--- src/rtl/clock_gate_enable_gen.sv ---
// Clock-enable generator: grants a requested number of ce-high cycles to a
// downstream clock gate, honouring stall/flush and counting granted cycles.
module clock_gate_enable_gen #(
    parameter int unsigned CNT_W = 16,
    parameter int unsigned TOT_W = 32
) (
    input  logic             clock,
    input  logic             reset_n,
    input  logic             req_valid,
    output logic             req_ready,
    input  logic [CNT_W-1:0] req_cycles,
    input  logic             stall,
    input  logic             flush,
    output logic             ce,
    output logic             busy,
    output logic             done,
    output logic [TOT_W-1:0] granted_total
);

    typedef enum logic {
        IDLE   = 1'b0,
        ACTIVE = 1'b1
    } state_t;

    state_t            state_q, state_d;
    logic [CNT_W-1:0]  rem_q, rem_d;
    logic              ce_d;
    logic              done_d;
    logic              rem_zero;
    logic              accept;
    logic              finishing;

    assign rem_zero  = (rem_q == '0);
    assign req_ready = !flush && ((state_q == IDLE) || rem_zero);
    assign accept    = req_valid && req_ready;
    assign finishing = (state_q == ACTIVE) && rem_zero;
    assign busy      = (state_q == ACTIVE);

    // ACTIVE with rem==0 means the last grant is on ce right now; a new
    // request accepted at that edge chains directly onto it.
    always_comb begin
        state_d = state_q;
        rem_d   = rem_q;
        ce_d    = 1'b0;
        done_d  = 1'b0;
        if (flush) begin
            state_d = IDLE;
            rem_d   = '0;
        end else begin
            if (finishing) begin
                done_d  = 1'b1;
                state_d = IDLE;
            end
            if (accept) begin
                if (req_cycles == '0) begin
                    done_d = 1'b1;
                end else begin
                    state_d = ACTIVE;
                    if (stall) begin
                        rem_d = req_cycles;
                    end else begin
                        ce_d  = 1'b1;
                        rem_d = req_cycles - CNT_W'(1);
                    end
                end
            end else if ((state_q == ACTIVE) && !rem_zero && !stall) begin
                ce_d  = 1'b1;
                rem_d = rem_q - CNT_W'(1);
            end
        end
    end

    always_ff @(posedge clock or negedge reset_n) begin
        if (!reset_n) begin
            state_q       <= IDLE;
            rem_q         <= '0;
            ce            <= 1'b0;
            done          <= 1'b0;
            granted_total <= '0;
        end else begin
            state_q <= state_d;
            rem_q   <= rem_d;
            ce      <= ce_d;
            done    <= done_d;
            if (ce) begin
                granted_total <= granted_total + TOT_W'(1);
            end
        end
    end

endmodule

--- config.mk ---
export PLATFORM = sky130hd
export DESIGN_NAME = clock_gate_enable_gen
export DESIGN_NICKNAME = d
export VERILOG_FILES = /design/src/rtl/clock_gate_enable_gen.sv
export SDC_FILE = /design/constraint.sdc
export NUM_CORES = 1
export LEC_CHECK = 0
export ABC_AREA = 1
export CAP_MARGIN = 10
export CORE_MARGIN = 4
export CORE_UTILIZATION = 58
export CTS_CLUSTER_SIZE = 12
export DETAILED_ROUTE_END_ITERATION = 10
export GPL_TIMING_DRIVEN = 0
export PLACE_DENSITY = 0.86
export SYNTH_ARGS = -nofsm -noshare
export SYNTH_HDL_FRONTEND = slang
export SYNTH_SLANG_ARGS = --single-unit
--- constraint.sdc ---
create_clock -name clock -period 4.79 [get_ports clock]
set_input_delay 0.958 -clock clock [delete_from_list [all_inputs] [get_ports clock]]
set_output_delay 0.958 -clock clock [all_outputs]
set_load 0.03 [all_outputs]
# Word-level counts from Yosys, hierarchy flattened
# Index checks and enable logic that the tools add are counted.
classes:
  eq_ne: 1
  n_addsub: 3
  muxes: 18
  reduce_logical: 13
  bitwise_logic: 1
ops:
  columns: ["operator", "n"]
  rows:
  - ["two-way mux 16 bit", 5]
  - ["adder 32 x 1 -> 32 bit (second input constant)", 1]
  - ["logical NOT 16 bit", 2]
  - ["subtractor 16 x 1 -> 16 bit (second input constant)", 2]
  - ["two-way mux 1 bit", 13]
  - ["logical AND 1 bit", 5]
  - ["logical NOT 1 bit", 3]
  - ["inequality test 3 bit (second input constant)", 1]
  - ["nonzero test 3 bit", 1]
  - ["AND reduction 2 bit", 1]
  - ["logical OR 1 bit", 1]
  - ["inverter 1 bit", 1]
word_totals:
  ff_bits: 51
  inputBits: 21
  out_inout_bits: 36

# Longest topological paths before layout
# Gate-level depths: netlist (run 1).
depth:
  depth_word: 7
  mapped_depth: 14
  depth_no_buf: 13

# Worst setup path after synthesis (run 1)
# No wires, ideal clock.
synth_path:
  path_type: "in2out"
  startpoint: "in flush"
  endpoint: "out req_ready"
  required_ns: 3.832
  stages: 4
  t_arrival_ns: 1.651
  slack_ns: 2.181
  path_buffers: 1
  cell_sequence: "inv_1 > clkbuf_1 > nand2_1 > inv_1"
synth_via:
  elab_chain_len: 2
synth_lines:
  columns: ["element", "line", "source"]
  rows:
  - ["from (decl)", "13", "input logic flush,"]
  - ["logical NOT 1 bit", "34", "assign req_ready = !flush && ((state_q == IDLE) || rem_zero);"]
  - ["logical AND 1 bit", "34", null]
  - ["to (decl)", "10", "output logic req_ready,"]
# Every way passes these cells.

# Worst setup path after layout (run 1)
# Same ends and word-level chain as after synthesis.

==> results.json, run 1 <==
{
  "status": "finished, final reports clean",
  "grt_usage_pct": 23.2,
  "critPathArrivalTime_ns": 2.87,
  "postCtsSetupBuffers": 0,
  "wire_per_inst_um": 12.8,
  "synth_top_area_share_pct": 37.8,
  "dp.cells": 612,
  "top_layer": "met4",
  "fin_crit_ns": 3.83,
  "yosysSeqAreaShare_pct": 37.8,
  "synth_cells": 483,
  "cts_made_buffers": 5,
  "design_area_mm2": 0.00415,
  "regToRegSetupSlack_ns": 2.70,
  "hold_end": "granted_total[31]",
  "met1Wirelength_um": 3330,
  "chipHeight_um": 84.3,
  "relSlewSlack_pct": 63.1,
  "tightest_slew_ns": 0.552,
  "holdPathStages": 1,
  "syn-cell-area_mm2": 0.00338,
  "port_buffers": 56,
  "final_cell_mix": "nand2_1 (145), inv_1 (61), nor2_1 (61), clkdlybuf4s50_1 (55), dfrtp_1 (51)",
  "drtIter0Drc": 203,
  "overflow": 0,
  "critPathKind": "input port to primary output",
  "max_stage_delay_ns": 0.66,
  "wl_met3_um": 462,
  "nets": 572,
  "fin_ws_ns": 0.958,
  "yosysTopAreaCell": "dfrtp_1",
  "final_common_cell": "nand2_1",
  "wl_met2_um": 3970,
  "path_clk_slew_ns": 0.09,
  "yosysWarnings": 0,
  "clock_skew_ns": 0.00448,
  "via_count": 3336,
  "fin_setup_tns_ns": 0,
  "viasPerCell": 5.39,
  "maxCapViolCount": 0,
  "holdBufCountCts": 0,
  "worstPathRequired_ns": 3.83,
  "setup_viol": 0,
  "wirelength_um": 7940,
  "first_pass_iters": 5,
  "area_growth_pct": 22.7,
  "hold_class": "flip-flop to flip-flop",
  "ys_types": 30,
  "critPathMaxFanout": 10,
  "clkLatencyLatePin_ns": 0.30,
  "hpwl_um": 6170,
  "antenna_found_initial": 0,
  "grt_max_degree": 31,
  "num_rows": 27,
  "maxSlewViolCount": 0,
  "core-area_mm2": 0.00557,
  "tritoncts": "yes",
  "hold_path_startpoint": "granted_total[31]",
  "cp_top_family": "buffers and inverters",
  "start_util_pct": 60.6,
  "place_ws_ns": 0.984,
  "cts_root_buf": "clkbuf_8",
  "synth_nets": 508,
  "path_buf_inv": 5,
  "drive_gt1_share_pct": 4.39,
  "final_antenna_net_count": 0,
  "h-tree-depth": 2,
  "timing.hold.ws_ns": 0.470,
  "fp.dieW_um": 84.3,
  "grt_pass1_wl_um": 13800,
  "n_antenna_cell": 0,
  "io_pins": 57,
  "r2r_cells": 13,
  "drc_errors": 0,
  "path_cells": "clkdlybuf4s50_1 > inv_1 > clkbuf_1 > nand2_1 > inv_1 > clkdlybuf4s50_1",
  "hold_viol": 0,
  "clockBufferDepth": 2,
  "crit_path_top_delay_cell": "clkdlybuf4s50_1",
  "peakVddDrop_mv": 0.270,
  "p_leak_nw": 1.99,
  "cts_resized": 0,
  "synth_area_per_cell_um2": 6.99,
  "fin_cells": 619,
  "r2r-start": "rem_q[0]",
  "end_kind": "primary output",
  "grt_pass1_vias": 3197,
  "clock_sinks": 51,
  "powerDensity_mw_per_mm2": 372,
  "dieArea_mm2": 0.00711,
  "r2r_end": "rem_q[4]",
  "synth-seq-cells": 51,
  "gp_congestion": 0.894,
  "fmax_ghz": 0.261,
  "period_share_pct": 80.0,
  "placed_cell_area_mm2": 0.00404,
  "cp-start-kind": "input port",
  "rsz0062_at_grt": "false",
  "ys_top_cells_by_area": "dfrtp_1 (38%), nand2_1 (16%), inv_1 (6.8%)"
}
## worst reg2reg max path, delay by kind of cell, from the launching register on
family                   cells  cell delay [ns]
buffers and inverters        3             0.51
AO/OA/AOI/OAI                1             0.09
adder cells (fa/ha/maj)      1             0.15
AND/OR/NAND/NOR              8             0.87
flip-flops                   1             0.41
## routing by layer
layer  GRT usage (%)  vias to the layer above
met5               0                        -
met4            7.46                        0
met2            40.7                      105
met1            28.5                     1563
met3            4.71                       18
li1                -                     1650
## cells in the mapped netlist
| cell | number |
|---|---|
| buf_2 | 3 |
| xnor2_1 | 18 |
| nor3_1 | 13 |
| nor2_2 | 2 |
| nand3_4 | 1 |
| o21a_1 | 1 |
| nand4_1 | 16 |
| clkinv_4 | 1 |
| o21ai_1 | 3 |
| a21oi_1 | 1 |
| inv_2 | 1 |
| nand3b_1 | 1 |
| ha_1 | 4 |
| o21bai_1 | 1 |
| nand2_1 | 145 |
| o21ai_0 | 12 |
| nand2_4 | 1 |
| and2_1 | 2 |
| nand2_2 | 2 |
| inv_1 | 61 |
| dfrtp_1 | 51 |
| o21ai_2 | 3 |
| a21o_1 | 2 |
| nand3_1 | 45 |
| buf_6 | 2 |
| o22ai_1 | 2 |
| xor2_1 | 24 |
| nor2_1 | 61 |
| nor4_1 | 1 |
| clkbuf_1 | 3 |
## registers in the layout (all words and copies together) (netlist names)
register / count
granted_total: 32
busy: 1
rem_q: 16
ce: 1
done: 1
## report_power, final
part           switching (W)  internal, W
clock               0.000135     0.000153
sequential         0.0000959     0.000504
combinational       0.000397     0.000257
## logic make-up (layout without fill, tap and decap cells)
family                   count (synthesis)  in the layout  synth area share (%)
AO/OA/AOI/OAI                           25             25                  4.41
AND/OR/NAND/NOR                        290            290                  36.8
buffers and inverters                   71            135                  8.60
XOR/XNOR                                42             42                  10.9
flip-flops                              51             51                  37.8
adder cells (fa/ha/maj)                  4              4                  1.48
## final cells by class
class	count	area, µm²
Sequential cell	51	1280
Clock inverter	1	30.0
Tap cell	72	90.1
Inverter	63	241
Timing Repair Buffer	57	576
Fill cell	433	1430
Clock buffer	6	72.6
Buffer	8	48.8
Multi-Input combinational cell	361	1810
## worst max-delay path by stage
stage / endpoint / startpoint / slack, ns / cells after the start
5_1_grt: req_ready / flush / 0.86 / 6
6_report: req_ready / flush / 0.96 / 6
4_1_cts: req_ready / flush / 0.98 / 6
2_1_floorplan: req_ready / flush / 2.18 / 4
3_5_place_dp: req_ready / flush / 0.98 / 6
3_3_place_gp: req_ready / flush / 0.99 / 6
## metrics by stage
stage	util, %	total power (W)
6_report	74.4	0.00154
5_1_grt	74.4	0.00167
4_1_cts	74.4	0.00154
3_5_place_dp	72.5	0.00125
3_3_place_gp	72.3	0.00122
2_1_floorplan	-	0.00107
(Power assumes the default switching activity.)
==> run 2, diff against run 1 <==
- CORE_UTILIZATION: 58 -> 49
- PLACE_DENSITY: 0.86 -> 0.77
- clock period: 4.79 -> 3.3 ns (I/O delays scaled with it)
==> run 2 against run 1 <==
Net effect: non-clock buffer count fell by 1; sequential cell count did not move; hold slack worse by 0.24 ns; largest power group unchanged.
==> results.json, run 2 (synthesis gave the netlist of run 1 again) <==
{
  "cp_top_family": "buffers and inverters",
  "clock_sinks": 51,
  "setup_viol": 0,
  "worstPathRequired_ns": 2.64,
  "hold_class": "input port to asynchronous set/reset pin",
  "gp_congestion": 0.901,
  "maxCapViolCount": 0,
  "critPathMaxFanout": 14,
  "relSlewSlack_pct": 63.1,
  "final_common_cell": "nand2_1",
  "path_clk_slew_ns": 0.09,
  "power.switching_w": 0.000930,
  "cts_root_buf": "clkbuf_8",
  "drc_errors": 0,
  "p_sw_share_pct": 42.1,
  "tightest_slew_ns": 0.552,
  "hpwl_um": 6270,
  "total_power_w": 0.00221,
  "cp-start-kind": "input port",
  "fmax_ghz": 0.336,
  "overflow": 0,
  "powerDensity_mw_per_mm2": 532,
  "clockPowerShare_pct": 17.5,
  "clkLatencyLatePin_ns": 0.30,
  "top_register": "granted_total",
  "peakVddDrop_mv": 0.222,
  "start_util_pct": 51.7,
  "first_pass_iters": 5,
  "grt_pass1_wl_um": 13600,
  "max_stage_delay_ns": 0.66,
  "path_buf_inv": 4,
  "crit_path_top_delay_cell": "clkdlybuf4s50_1",
  "period_share_pct": 90.3,
  "io_pins": 57,
  "end_kind": "primary output",
  "p_int_w": 0.00128,
  "viasPerCell": 5.20,
  "core-area_mm2": 0.00653,
  "postCtsSetupBuffers": 0,
  "grt_max_degree": 41,
  "nets": 571,
  "clock_skew_ns": 0.00761,
  "grt_pass1_vias": 3117,
  "antenna_found_initial": 0,
  "rsz0062_at_grt": "false",
  "maxSlewViolCount": 0,
  "via_count": 3246,
  "critPathKind": "input port to primary output",
  "area_growth_pct": 22.7,
  "fin_crit_ns": 2.98,
  "grt_usage_pct": 19.5,
  "wirelength_um": 7870,
  "power_frac_comb_pct": 43.2,
  "n_antenna_cell": 0,
  "num_rows": 29,
  "port_buffers": 56,
  "regToRegSetupSlack_ns": 1.26,
  "critPathArrivalTime_ns": 2.32,
  "dieArea_mm2": 0.00828,
  "path_cells": "clkdlybuf4s50_1 > inv_1 > nand2_1 > inv_1 > clkdlybuf4s50_1",
  "drtIter0Drc": 182,
  "multi_input_area_mm2": 0.00181,
  "p_leak_nw": 1.98,
  "hold_viol": 0,
  "cts_made_buffers": 5,
  "final_antenna_net_count": 0,
  "r2r_cells": 14,
  "final_cell_mix": "nand2_1 (145), inv_1 (61), nor2_1 (61), clkdlybuf4s50_1 (55), dfrtp_1 (51)",
  "status": "finished, final reports clean",
  "drive_gt1_share_pct": 4.75,
  "timing.hold.ws_ns": 0.232,
  "wire_per_inst_um": 12.6,
  "seqCellArea_mm2": 0.00128,
  "r2r_end": "rem_q[14]",
  "chipHeight_um": 91.0,
  "largest_reg_flops": 32,
  "pwr-share-seq_pct": 39.3,
  "fp.dieW_um": 91.0,
  "fill_cells": 574,
  "h-tree-depth": 2,
  "r2r-start": "rem_q[0]",
  "reg.largest.list": "granted_total (32), rem_q (16)",
  "tritoncts": "yes",
  "fin_setup_tns_ns": 0,
  "clockBufferDepth": 2
}
-- run 2: cell count changes in the layout (fill, tap and decap cells not counted) --
cell,before,now
clkbuf_1,4,2
bufinv_16,1,0
clkbuf_8,5,6
clkinv_4,1,2
clkinvlp_4,0,1
-- run 2: repair_timing --
action	CTS	global route
gates resized for setup	0	0
hold buffers	0	0
endpoints found under the setup margin	0	1
-- run 2: routing by layer --
metal	global-route usage [%]	vias up	share of wire, %
li1	-	1647	-
met1	23.4	1503	44
met2	35.5	84	50
met3	3.14	12	4.7
met4	6.41	0	1.4
met5	0	-	0
-- run 2: worst max-delay path by stage --
stage / from / to / slack (ns) / cells after the start
floorplan: flush / req_ready / 1.29 / 4
global placement: reset_n / granted_total[31] / 0.1 / 1
detailed placement: flush / req_ready / 0.11 / 6
CTS: flush / req_ready / 0.11 / 6
global route: rem_q[0] / req_ready / 0.19 / 9
finish: flush / req_ready / 0.32 / 5
-- run 2: area by class of cell --
| type | instances | share of cell area (%) |
|---|---|---|
| clock buffers | 6 | 1.99 |
| multi-input cells | 361 | 43.7 |
| inverters | 63 | 5.83 |
| clock inverters | 2 | 0.393 |
| flip-flops and latches | 51 | 30.8 |
| well taps | 77 | 2.32 |
| plain buffers | 7 | 1.09 |
| repair buffers | 57 | 13.9 |
-- run 2: power groups by stage --
stage / logic (W) / clock network (W) / registers (W)
after floorplan: 0.000639 / 0 / 0.000909
after global placement: 0.000912 / 0 / 0.000871
after detailed placement: 0.000946 / 0 / 0.000872
after CTS: 0.000951 / 0.000397 / 0.000864
after global routing: 0.00108 / 0.000422 / 0.000882
final: 0.000954 / 0.000386 / 0.000867
-- run 2: metrics by stage --
step                setup WS (ns)  cell area, µm²  std cells  utilization, %
floorplan                    1.29            3380        483               -
global placement           0.0985            4030        616            61.8
detailed placement          0.105            4050        617            62.0
CTS                         0.107            4150        625            63.5
global route                0.188            4140        624            63.4
finish                      0.321            4140        624            63.4
==> run 3, diff against run 2 <==
- GPL_ROUTABILITY_DRIVEN: unset -> 0
==> run 3 against run 2 <==
Net effect: sequential power is essentially flat; fmax shrank 1.1%; routed wire length shrank 2.5%; first-iteration DRC count shrank 26%; hold slack gained 0.015 ns; combinational power shrank 1%; setup slack lost 0.034 ns; utilization grew 0.077 points.
==> results.json, run 3 (synthesis gave the netlist of run 1 again) <==
{
  "crit_cells": 6,
  "regToRegSetupSlack_ns": 1.30,
  "r2r_cells": 13,
  "path_buf_inv": 5,
  "viasPerCell": 5.16,
  "period_share_pct": 91.3,
  "fin_crit_ns": 3.01,
  "worstPathRequired_ns": 2.64,
  "status": "finished, final reports clean",
  "first_pass_iters": 4,
  "hold_viol": 0,
  "final_cell_mix": "nand2_1 (145), inv_1 (61), nor2_1 (61), clkdlybuf4s50_1 (55), dfrtp_1 (51)",
  "reg.largest.list": "granted_total (32), rem_q (16)",
  "grt_usage_pct": 19.0,
  "p_leak_nw": 1.99,
  "critPathMaxFanout": 10,
  "cp_top_family": "buffers and inverters",
  "overflow": 0,
  "h-tree-depth": 2,
  "grt_pass1_wl_um": 13400,
  "use_met3_pct": 2.73,
  "n_antenna_cell": 0,
  "post-route-util_pct": 63.5,
  "clockBufferDepth": 2,
  "clock_skew_ns": 0.0148,
  "port_buffers": 56,
  "tritoncts": "yes",
  "max_stage_delay_ns": 0.66,
  "met1_usage_pct": 22.9,
  "drc_errors": 0,
  "relSlewSlack_pct": 64.9,
  "wire_per_inst_um": 12.3,
  "critPathKind": "input port to primary output",
  "critPathArrivalTime_ns": 2.35,
  "clock_sinks": 51,
  "top_register": "granted_total",
  "fin_ws_ns": 0.287,
  "hold_class": "input port to asynchronous set/reset pin",
  "cts_made_buffers": 5,
  "r2r_end": "rem_q[13]",
  "rsz0062_at_grt": "false",
  "fmax_ghz": 0.332,
  "start_util_pct": 51.7,
  "maxSlewViolCount": 0,
  "via_count": 3228,
  "io_pins": 57,
  "wirelength_um": 7670,
  "final_common_cell": "nand2_1",
  "path_cells": "clkdlybuf4s50_1 > inv_1 > clkbuf_2 > nand2_1 > inv_1 > clkdlybuf4s50_1",
  "total_power_w": 0.00219,
  "nets": 572,
  "hpwl_um": 6080,
  "cp-start-kind": "input port",
  "num_rows": 29,
  "grt_pass1_vias": 3111,
  "top_usage_layer": "met2",
  "core-area_mm2": 0.00653,
  "end_kind": "primary output",
  "powerDensity_mw_per_mm2": 528,
  "use_met2_pct": 35.3,
  "cts_root_buf": "clkbuf_8",
  "path_clk_slew_ns": 0.09,
  "area_growth_pct": 22.9,
  "fp.dieW_um": 91.0,
  "clkLatencyLatePin_ns": 0.30,
  "holdBufCountCts": 0,
  "peakVddDrop_mv": 0.181,
  "place_ws_ns": 0.102,
  "chipHeight_um": 91.0,
  "drtIter0Drc": 135,
  "grt_max_degree": 40,
  "maxCapViolCount": 0,
  "largest_reg_flops": 32,
  "dieArea_mm2": 0.00828,
  "crit_path_top_delay_cell": "clkdlybuf4s50_1",
  "drive_gt1_share_pct": 4.93,
  "setup_viol": 0,
  "fin_setup_tns_ns": 0,
  "final_antenna_net_count": 0,
  "tightest_slew_ns": 0.524,
  "r2r-start": "rem_q[9]",
  "antenna_found_initial": 0
}
## run 3: cell types whose count changed in the layout (fill, tap and decap cells not counted), sizes merged
cell and delta:
clkbuf +1
## run 3: per-stage QoR
stage / hold WS (ns) / area [µm²] / instances
finish: 0.247 / 4150 / 625
detailed placement: 0.472 / 4050 / 617
global route: 0.263 / 4150 / 625
global placement: 0.458 / 4030 / 616
CTS: 0.243 / 4150 / 625
floorplan: 0.364 / 3380 / 483
## run 3: worst max-delay path by stage
stage / startpoint / to
after floorplan: flush / req_ready
after global placement: flush / req_ready
after detailed placement: flush / req_ready
after CTS: flush / req_ready
after global routing: flush / req_ready
final: flush / req_ready
## run 3: power breakdown
group | total (W) | switching [W] | internal [W]
clock | 0.000379 | 0.000208 | 0.000171
sequential | 0.000868 | 0.000137 | 0.000731
combinational | 0.000943 | 0.000569 | 0.000374
## run 3: repair_timing
| item | 4_1_cts | 5_1_grt |
|---|---|---|
| setup buffers | 0 | 0 |
| resized for setup | 0 | 2 |
| endpoints found under the setup margin | 0 | 1 |
## run 3: layout make-up
class                      instances  area (µm²)
buffer                             8        50.0
clock buffer                       6        82.6
clock inverter                     2        16.3
fill                             600        2380
inverter                          63         241
multi-input combinational        361        1810
sequential                        51        1280
tap                               77        96.3
timing repair buffer              57         576
## run 3: metal layers
| metal | vias to the layer above | routed length (µm) |
|---|---|---|
| met4 | 0 | 74 |
| met2 | 90 | 3850 |
| met3 | 10 | 338 |
| li1 | 1652 | - |
| met5 | - | 0 |
| met1 | 1476 | 3420 |
## run 3: worst register-to-register path: stages, from the launching register on
cell and delay [ns]:
dfrtp_1 0.43, nor2_1 0.20, nand2_1 0.12, nor2_2 0.16, nand2_1 0.12, nand2_4 0.12, nand3_4 0.13, clkinv_4 0.12
nand2_2 0.05, nand2_2 0.07, buf_6 0.14, buf_6 0.16, nand2_1 0.07, o21ai_2 0.05
